[src/rtl/apb_pkg.sv]
// Shared APB types and response codes for the APB slaves in this subsystem.
// The sibling error and default slaves reuse the state enum defined here.
package apb_pkg;

    localparam int unsigned APB_AW = 32;
    localparam int unsigned APB_DW = 32;
    localparam int unsigned APB_SW = APB_DW / 8;

    localparam logic RESP_OKAY   = 1'b0;
    localparam logic RESP_SLVERR = 1'b1;

    typedef struct packed {
        logic              psel;
        logic              penable;
        logic              pwrite;
        logic [APB_AW-1:0] paddr;
        logic [APB_DW-1:0] pwdata;
        logic [APB_SW-1:0] pstrb;
    } apb_req_t;

    typedef struct packed {
        logic [APB_DW-1:0] prdata;
        logic              pready;
        logic              pslverr;
    } apb_resp_t;

    typedef enum logic {
        IDLE   = 1'b0,
        ACCESS = 1'b1
    } apb_err_state_e;

endpackage

[src/rtl/sat_cnt.sv]
// Saturating up-counter with synchronous clear.
// Clear and increment in the same cycle leave the counter at one.
module sat_cnt #(
    parameter int unsigned Width = 16
) (
    input  logic             clk_i,
    input  logic             rst_i,
    input  logic             i_clr,
    input  logic             i_inc,
    output logic [Width-1:0] o_cnt
);

    logic [Width-1:0] r_cnt;

    always_ff @(posedge clk_i) begin
        if (rst_i) begin
            r_cnt <= '0;
        end else if (i_clr) begin
            r_cnt <= i_inc ? Width'(1) : '0;
        end else if (i_inc && (r_cnt != '1)) begin
            r_cnt <= r_cnt + Width'(1);
        end
    end

    assign o_cnt = r_cnt;

endmodule

[src/rtl/apb_err_slv_seq.sv]
// Sequential APB error/default slave: terminates every transfer after a fixed
// number of wait states and logs the first offending transfer since clear.
//
// state  | meaning
// IDLE   | no transfer in flight, waiting for a setup phase
// ACCESS | setup seen; counting wait states down to completion
module apb_err_slv_seq
    import apb_pkg::*;
#(
    parameter type                   req_t         = apb_req_t,
    parameter type                   resp_t        = apb_resp_t,
    parameter int unsigned           RespWidth     = 32,
    parameter logic [RespWidth-1:0]  RespData      = 32'hBADCAB1E,
    parameter int unsigned           NumWaitStates = 0,
    parameter logic                  RespError     = 1'b1,
    parameter int unsigned           AddrWidth     = 32,
    parameter int unsigned           CntWidth      = 16
) (
    input  logic                 clk_i,
    input  logic                 rst_i,
    input  req_t                 slv_req_i,
    output resp_t                slv_resp_o,
    input  logic                 clr_i,
    output logic                 err_valid_o,
    output logic [AddrWidth-1:0] err_addr_o,
    output logic                 err_write_o,
    output logic [CntWidth-1:0]  err_cnt_o
);

    localparam int unsigned DataW   = $bits(slv_resp_o.prdata);
    localparam int unsigned PaddrW  = $bits(slv_req_i.paddr);
    localparam logic [7:0]  WaitLd  = 8'(NumWaitStates);

    apb_err_state_e r_state, w_state_nxt;
    logic [7:0]     r_wcnt, w_wcnt_nxt;
    logic           w_done;
    logic [DataW-1:0]     w_rdata;
    logic [AddrWidth-1:0] w_addr;
    logic                 r_err_valid, r_err_write;
    logic [AddrWidth-1:0] r_err_addr;
    logic                 w_unused_req;

    if (RespWidth >= DataW) begin : g_rd_trunc
        assign w_rdata = RespData[DataW-1:0];
    end else begin : g_rd_ext
        assign w_rdata = {{(DataW-RespWidth){1'b0}}, RespData};
    end

    if (AddrWidth <= PaddrW) begin : g_ad_trunc
        assign w_addr = slv_req_i.paddr[AddrWidth-1:0];
    end else begin : g_ad_ext
        assign w_addr = {{(AddrWidth-PaddrW){1'b0}}, slv_req_i.paddr};
    end

    // Write data and strobes carry no meaning for a terminating slave.
    assign w_unused_req = ^slv_req_i;

    always_ff @(posedge clk_i) begin
        if (rst_i) begin
            r_state <= IDLE;
            r_wcnt  <= '0;
        end else begin
            r_state <= w_state_nxt;
            r_wcnt  <= w_wcnt_nxt;
        end
    end

    always_comb begin
        w_state_nxt = r_state;
        w_wcnt_nxt  = r_wcnt;
        case (r_state)
            IDLE: begin
                if (slv_req_i.psel && !slv_req_i.penable) begin
                    w_state_nxt = ACCESS;
                    w_wcnt_nxt  = WaitLd;
                end
            end
            ACCESS: begin
                if (!slv_req_i.psel) begin
                    w_state_nxt = IDLE;
                end else if (!slv_req_i.penable) begin
                    w_wcnt_nxt = WaitLd;
                end else if (r_wcnt != 8'd0) begin
                    w_wcnt_nxt = r_wcnt - 8'd1;
                end else begin
                    w_state_nxt = IDLE;
                end
            end
            default: w_state_nxt = IDLE;
        endcase
    end

    always_comb begin
        w_done = (r_state == ACCESS) && slv_req_i.psel && slv_req_i.penable
                 && (r_wcnt == 8'd0);
        slv_resp_o         = '0;
        slv_resp_o.pready  = w_done;
        slv_resp_o.pslverr = w_done ? (RespError ? RESP_SLVERR : RESP_OKAY) : 1'b0;
        slv_resp_o.prdata  = (w_done && !slv_req_i.pwrite) ? w_rdata : '0;
    end

    // A clear coinciding with a completion re-arms the log with that transfer.
    always_ff @(posedge clk_i) begin
        if (rst_i) begin
            r_err_valid <= 1'b0;
            r_err_addr  <= '0;
            r_err_write <= 1'b0;
        end else if (w_done && (!r_err_valid || clr_i)) begin
            r_err_valid <= 1'b1;
            r_err_addr  <= w_addr;
            r_err_write <= slv_req_i.pwrite;
        end else if (clr_i) begin
            r_err_valid <= 1'b0;
        end
    end

    sat_cnt #(
        .Width (CntWidth)
    ) u_err_cnt (
        .clk_i (clk_i),
        .rst_i (rst_i),
        .i_clr (clr_i),
        .i_inc (w_done),
        .o_cnt (err_cnt_o)
    );

    assign err_valid_o = r_err_valid;
    assign err_addr_o  = r_err_addr;
    assign err_write_o = r_err_write;

endmodule

[config.mk]
export PLATFORM = sky130hd
export DESIGN_NAME = apb_err_slv_seq
export DESIGN_NICKNAME = d
export VERILOG_FILES = /design/src/rtl/apb_pkg.sv /design/src/rtl/sat_cnt.sv /design/src/rtl/apb_err_slv_seq.sv
export SDC_FILE = /design/constraint.sdc
export NUM_CORES = 1
export LEC_CHECK = 0
export ABC_AREA = 1
export CAP_MARGIN = 20
export CELL_PAD_IN_SITES_DETAIL_PLACEMENT = 1
export CELL_PAD_IN_SITES_GLOBAL_PLACEMENT = 1
export CORE_ASPECT_RATIO = 1.75
export CORE_MARGIN = 4
export CORE_UTILIZATION = 28
export CTS_CLUSTER_SIZE = 24
export DETAILED_ROUTE_END_ITERATION = 7
export PLACE_DENSITY = 0.81
export SLEW_MARGIN = 25
export SYNTH_ARGS = -nofsm -noshare
export SYNTH_HDL_FRONTEND = slang
export SYNTH_HIERARCHICAL = 1
export SYNTH_SLANG_ARGS = --single-unit
export TNS_END_PERCENT = 50
[constraint.sdc]
create_clock -name clk_i -period 3.1 [get_ports clk_i]
set_clock_uncertainty 0.2 [all_clocks]
set_input_delay 0.62 -clock clk_i [delete_from_list [all_inputs] [get_ports clk_i]]
set_output_delay 0.62 -clock clk_i [all_outputs]
set_load 0.02 [all_outputs]
==> summary.md <==
| Metric | Value |
|---|---|
| Final ANT Viol Nets | `0` |
| Grt ovf | `0` |
| Hold endpoint | `err_addr_o[7]` |
| #FFs+latches synth | `59` |
| Post-synth EDFFs | `0` |
| Final Hold Fails | `0` |
| Worst-margin pin slew | `0.577 ns` |
| Max-slew headroom | `61.5%` |
| WHS Path Cells | `2` |
| Chip Width | `89.3 microns` |
| Post-DP HPWL | `7530 microns` |
| Required time worst endpoint | `2.28 ns` |
| Rows | `51` |
| Initial Util | `28.8%` |
| Kind of critical path | `primary input to primary output` |
| TritonCTS clock tree | `yes` |
| Ant diodes | `0` |
| WL final | `9930 microns` |
| Initial antenna violation count | `0` |
| NumNets Final | `611` |
| Num CTS Buffers | `9` |
| Seq/Total Area, Yosys | `36.5%` |
| Htree depth | `3` |
| Root Driver | `clkbuf_16` |
| Number of max-cap violations | `0` |
| Clk slew on worst S/H paths | `0.05 ns` |
| Clk buf depth | `2` |
| Worst-Skew Late Latency | `0.32 ns` |
| Final cell count without fillers | `671` |
| CP Max Fanout | `19` |
| HP Class | `flip-flop to flip-flop` |
| Min-delay src | `err_addr_o[7]` |
| First-pass GRT wire length | `15800 microns` |
| Top FF cell, synth | `dfxtp_1` |
| Critical path data arrival time | `2.21 ns` |
| Top-area cell type share of the netlist area | `36.5%` |
| I/O pin cnt | `158` |
| Post-synthesis cell count | `440` |
| Synthesis Warnings | `6` |
| RSZ-0062 raised after global routing | `true` |
| Met2 Use GR | `29.1%` |
| Worst R2R Setup Slack | `0.46 ns` |
| # DRC | `0` |
| LEAKAGE | `1.73 nW` |
| Initial DRC count | `78` |
| Power density cells | `466 mW/mm^2` |
| Port Buffers | `108` |
| Largest area contributor in the netlist | `dfxtp_1` |
| Reg-to-reg endpoint | `u_err_cnt/o_cnt[2]` |
| Fillers | `1379` |
| FF/Latch Area | `0.00118 sq mm` |
| Busiest grt layer | `met2` |
| Total core area | `0.0112 sq mm` |
| Count of cell types in the netlist | `29` |
| Tcrit/Tclk final | `97.7%` |
| Synthesis-to-finish area growth | `39.8%` |
| Vias per cell | `4.75` |
| Drt first pass iters | `4` |
| Outcome | `finished clean` |
| Most frequent cells in the layout | `nand2_1 (97), clkdlybuf4s50_1 (86), dfxtp_1 (59)` |
| Total GRT Usage | `15.2%` |
| Vias in the first global route | `3244` |
| Commonest non-fill, non-tap cell in the layout | `nand2_1` |
| Clk sinks | `59` |
| Pin count of the biggest net entering global routing | `38` |
| Die Area | `0.0134 sq mm` |
| Total number of vias | `3187` |
| Fin area | `0.00452 sq mm` |
| Max IR drop VDD | `0.000322 V` |
| Mapped Avg Cell Area | `7.36 sq um` |
| Slew Viols, Final | `0` |
| Setup crit start kind | `primary input` |
| Post-DP Area | `0.00427 sq mm` |
| Share of layout cells above drive strength 1 | `17.3%` |
| Synth top area cells | `dfxtp_1 (36%), nand2_1 (11%), nand3_2 (9.3%)` |
| Cell depth of the worst flop-to-flop path | `13` |
| Routed WL per cell | `14.8 microns` |
| RePlAce Congestion | `0.825` |
| Tightest hold margin | `0.262 ns` |
| Chip height | `150 microns` |
| Met3 GRT Util | `2.52%` |
| Synthesized cell area | `0.00324 sq mm` |
| Fraction of registers with async set/reset | `0%` |
| Multi-input combinational cell area | `0.00161 sq mm` |
| Highest clock rate | `0.330 GHz` |
| Final setup viols | `0` |
| CP endpoint kind | `primary output` |
| Worst r2r src | `r_wcnt[0]` |
| Post-Place Cells | `655` |
| M1 GR Usage | `15.2%` |
| Fin crit period | `3.03 ns` |
[metrics by stage]
stage          total power, W  TNS (ns)  setup slack [ns]  utilization [%]
2_1_floorplan        0.000941         0             0.189                -
3_3_place_gp          0.00103     -7.31            -0.313             38.0
3_5_place_dp          0.00104     -9.10            -0.366             38.0
4_1_cts               0.00214         0           0.00304             40.7
5_1_grt               0.00218    -0.126           -0.0342             40.3
6_report              0.00211         0            0.0719             40.3
[layout make-up]
type | count | area share, %
clock inverters | 4 | 1.60
inverters | 40 | 3.43
well taps | 132 | 3.65
flip-flops and latches | 59 | 26.1
repair buffers | 120 | 24.1
clock buffers | 12 | 5.67
multi-input cells | 304 | 35.5
[timing repair]
| action | CTS | global route |
|---|---|---|
| setup endpoints to repair | 21 | 19 |
| gates resized for setup | 22 | 34 |
| hold buffers | 0 | 0 |
| setup buffers | 0 | 0 |
[metal layers]
metal / wire length [microns] / up-vias
met3: 500 / 14
met5: 0 / -
met1: 3650 / 1523
li1: - / 1562
met4: 218 / 0
met2: 5570 / 88
[sequential cells by signal, indices dropped and copies added (netlist names)]
| signal | count |
|---|---|
| u_err_cnt/o_cnt | 16 |
| err_addr_o | 32 |
| r_state | 1 |
| err_valid_o | 1 |
| err_write_o | 1 |
| r_wcnt | 8 |
[worst max-delay path: stages]
cell and delay (ns):
clkdlybuf4s50_1 0.50, inv_2 0.06, nor3_4 0.25, nand2_2 0.10, nor2_1 0.12, buf_4 0.22
clkdlybuf4s15_1 0.34
[synth_stat cells, types with 3 or more instances]
| cell type | n |
|---|---|
| dfxtp_1 | 59 |
| nand3_2 | 30 |
| xor2_1 | 4 |
| buf_6 | 3 |
| o21ai_0 | 4 |
| buf_2 | 6 |
| ha_1 | 3 |
| nand4_1 | 7 |
| nor2_4 | 3 |
| buf_4 | 33 |
| nand2_1 | 98 |
| clkbuf_1 | 5 |
| inv_1 | 37 |
| nand2_2 | 6 |
| nor2_1 | 39 |
| a21oi_1 | 50 |
| nand3_1 | 37 |
[report_power, final]
part	leakage [nW]	switching (W)	internal [W]
Sequential	0.477	0.0000140	0.000775
Clock	0.159	0.000348	0.000746
Combinational	1.10	0.000131	0.0000970
[cells by family (layout without fill, tap and decap cells)]
| group | count (synthesis) | after routing | synth area share [%] |
|---|---|---|---|
| other | 1 | 13 | 0.116 |
| AO/OA/AOI/OAI | 56 | 56 | 9.12 |
| adder cells (fa/ha/maj) | 3 | 3 | 1.16 |
| buffers and inverters | 89 | 176 | 15.6 |
| XOR/XNOR | 4 | 4 | 1.08 |
| flip-flops | 59 | 59 | 36.5 |
| AND/OR/NAND/NOR | 228 | 228 | 36.5 |
[worst max-delay path by stage]
stage                       start              to  slack, ns
floorplan           slv_req_i[69]  slv_resp_o[10]       0.19
global placement    slv_req_i[69]  slv_resp_o[27]      -0.31
detailed placement  slv_req_i[69]  slv_resp_o[29]      -0.37
CTS                 slv_req_i[69]  slv_resp_o[29]      0.003
global route        slv_req_i[69]   slv_resp_o[4]      -0.03
finish              slv_req_i[69]  slv_resp_o[20]       0.07
Power figures use the tool's default switching activity.
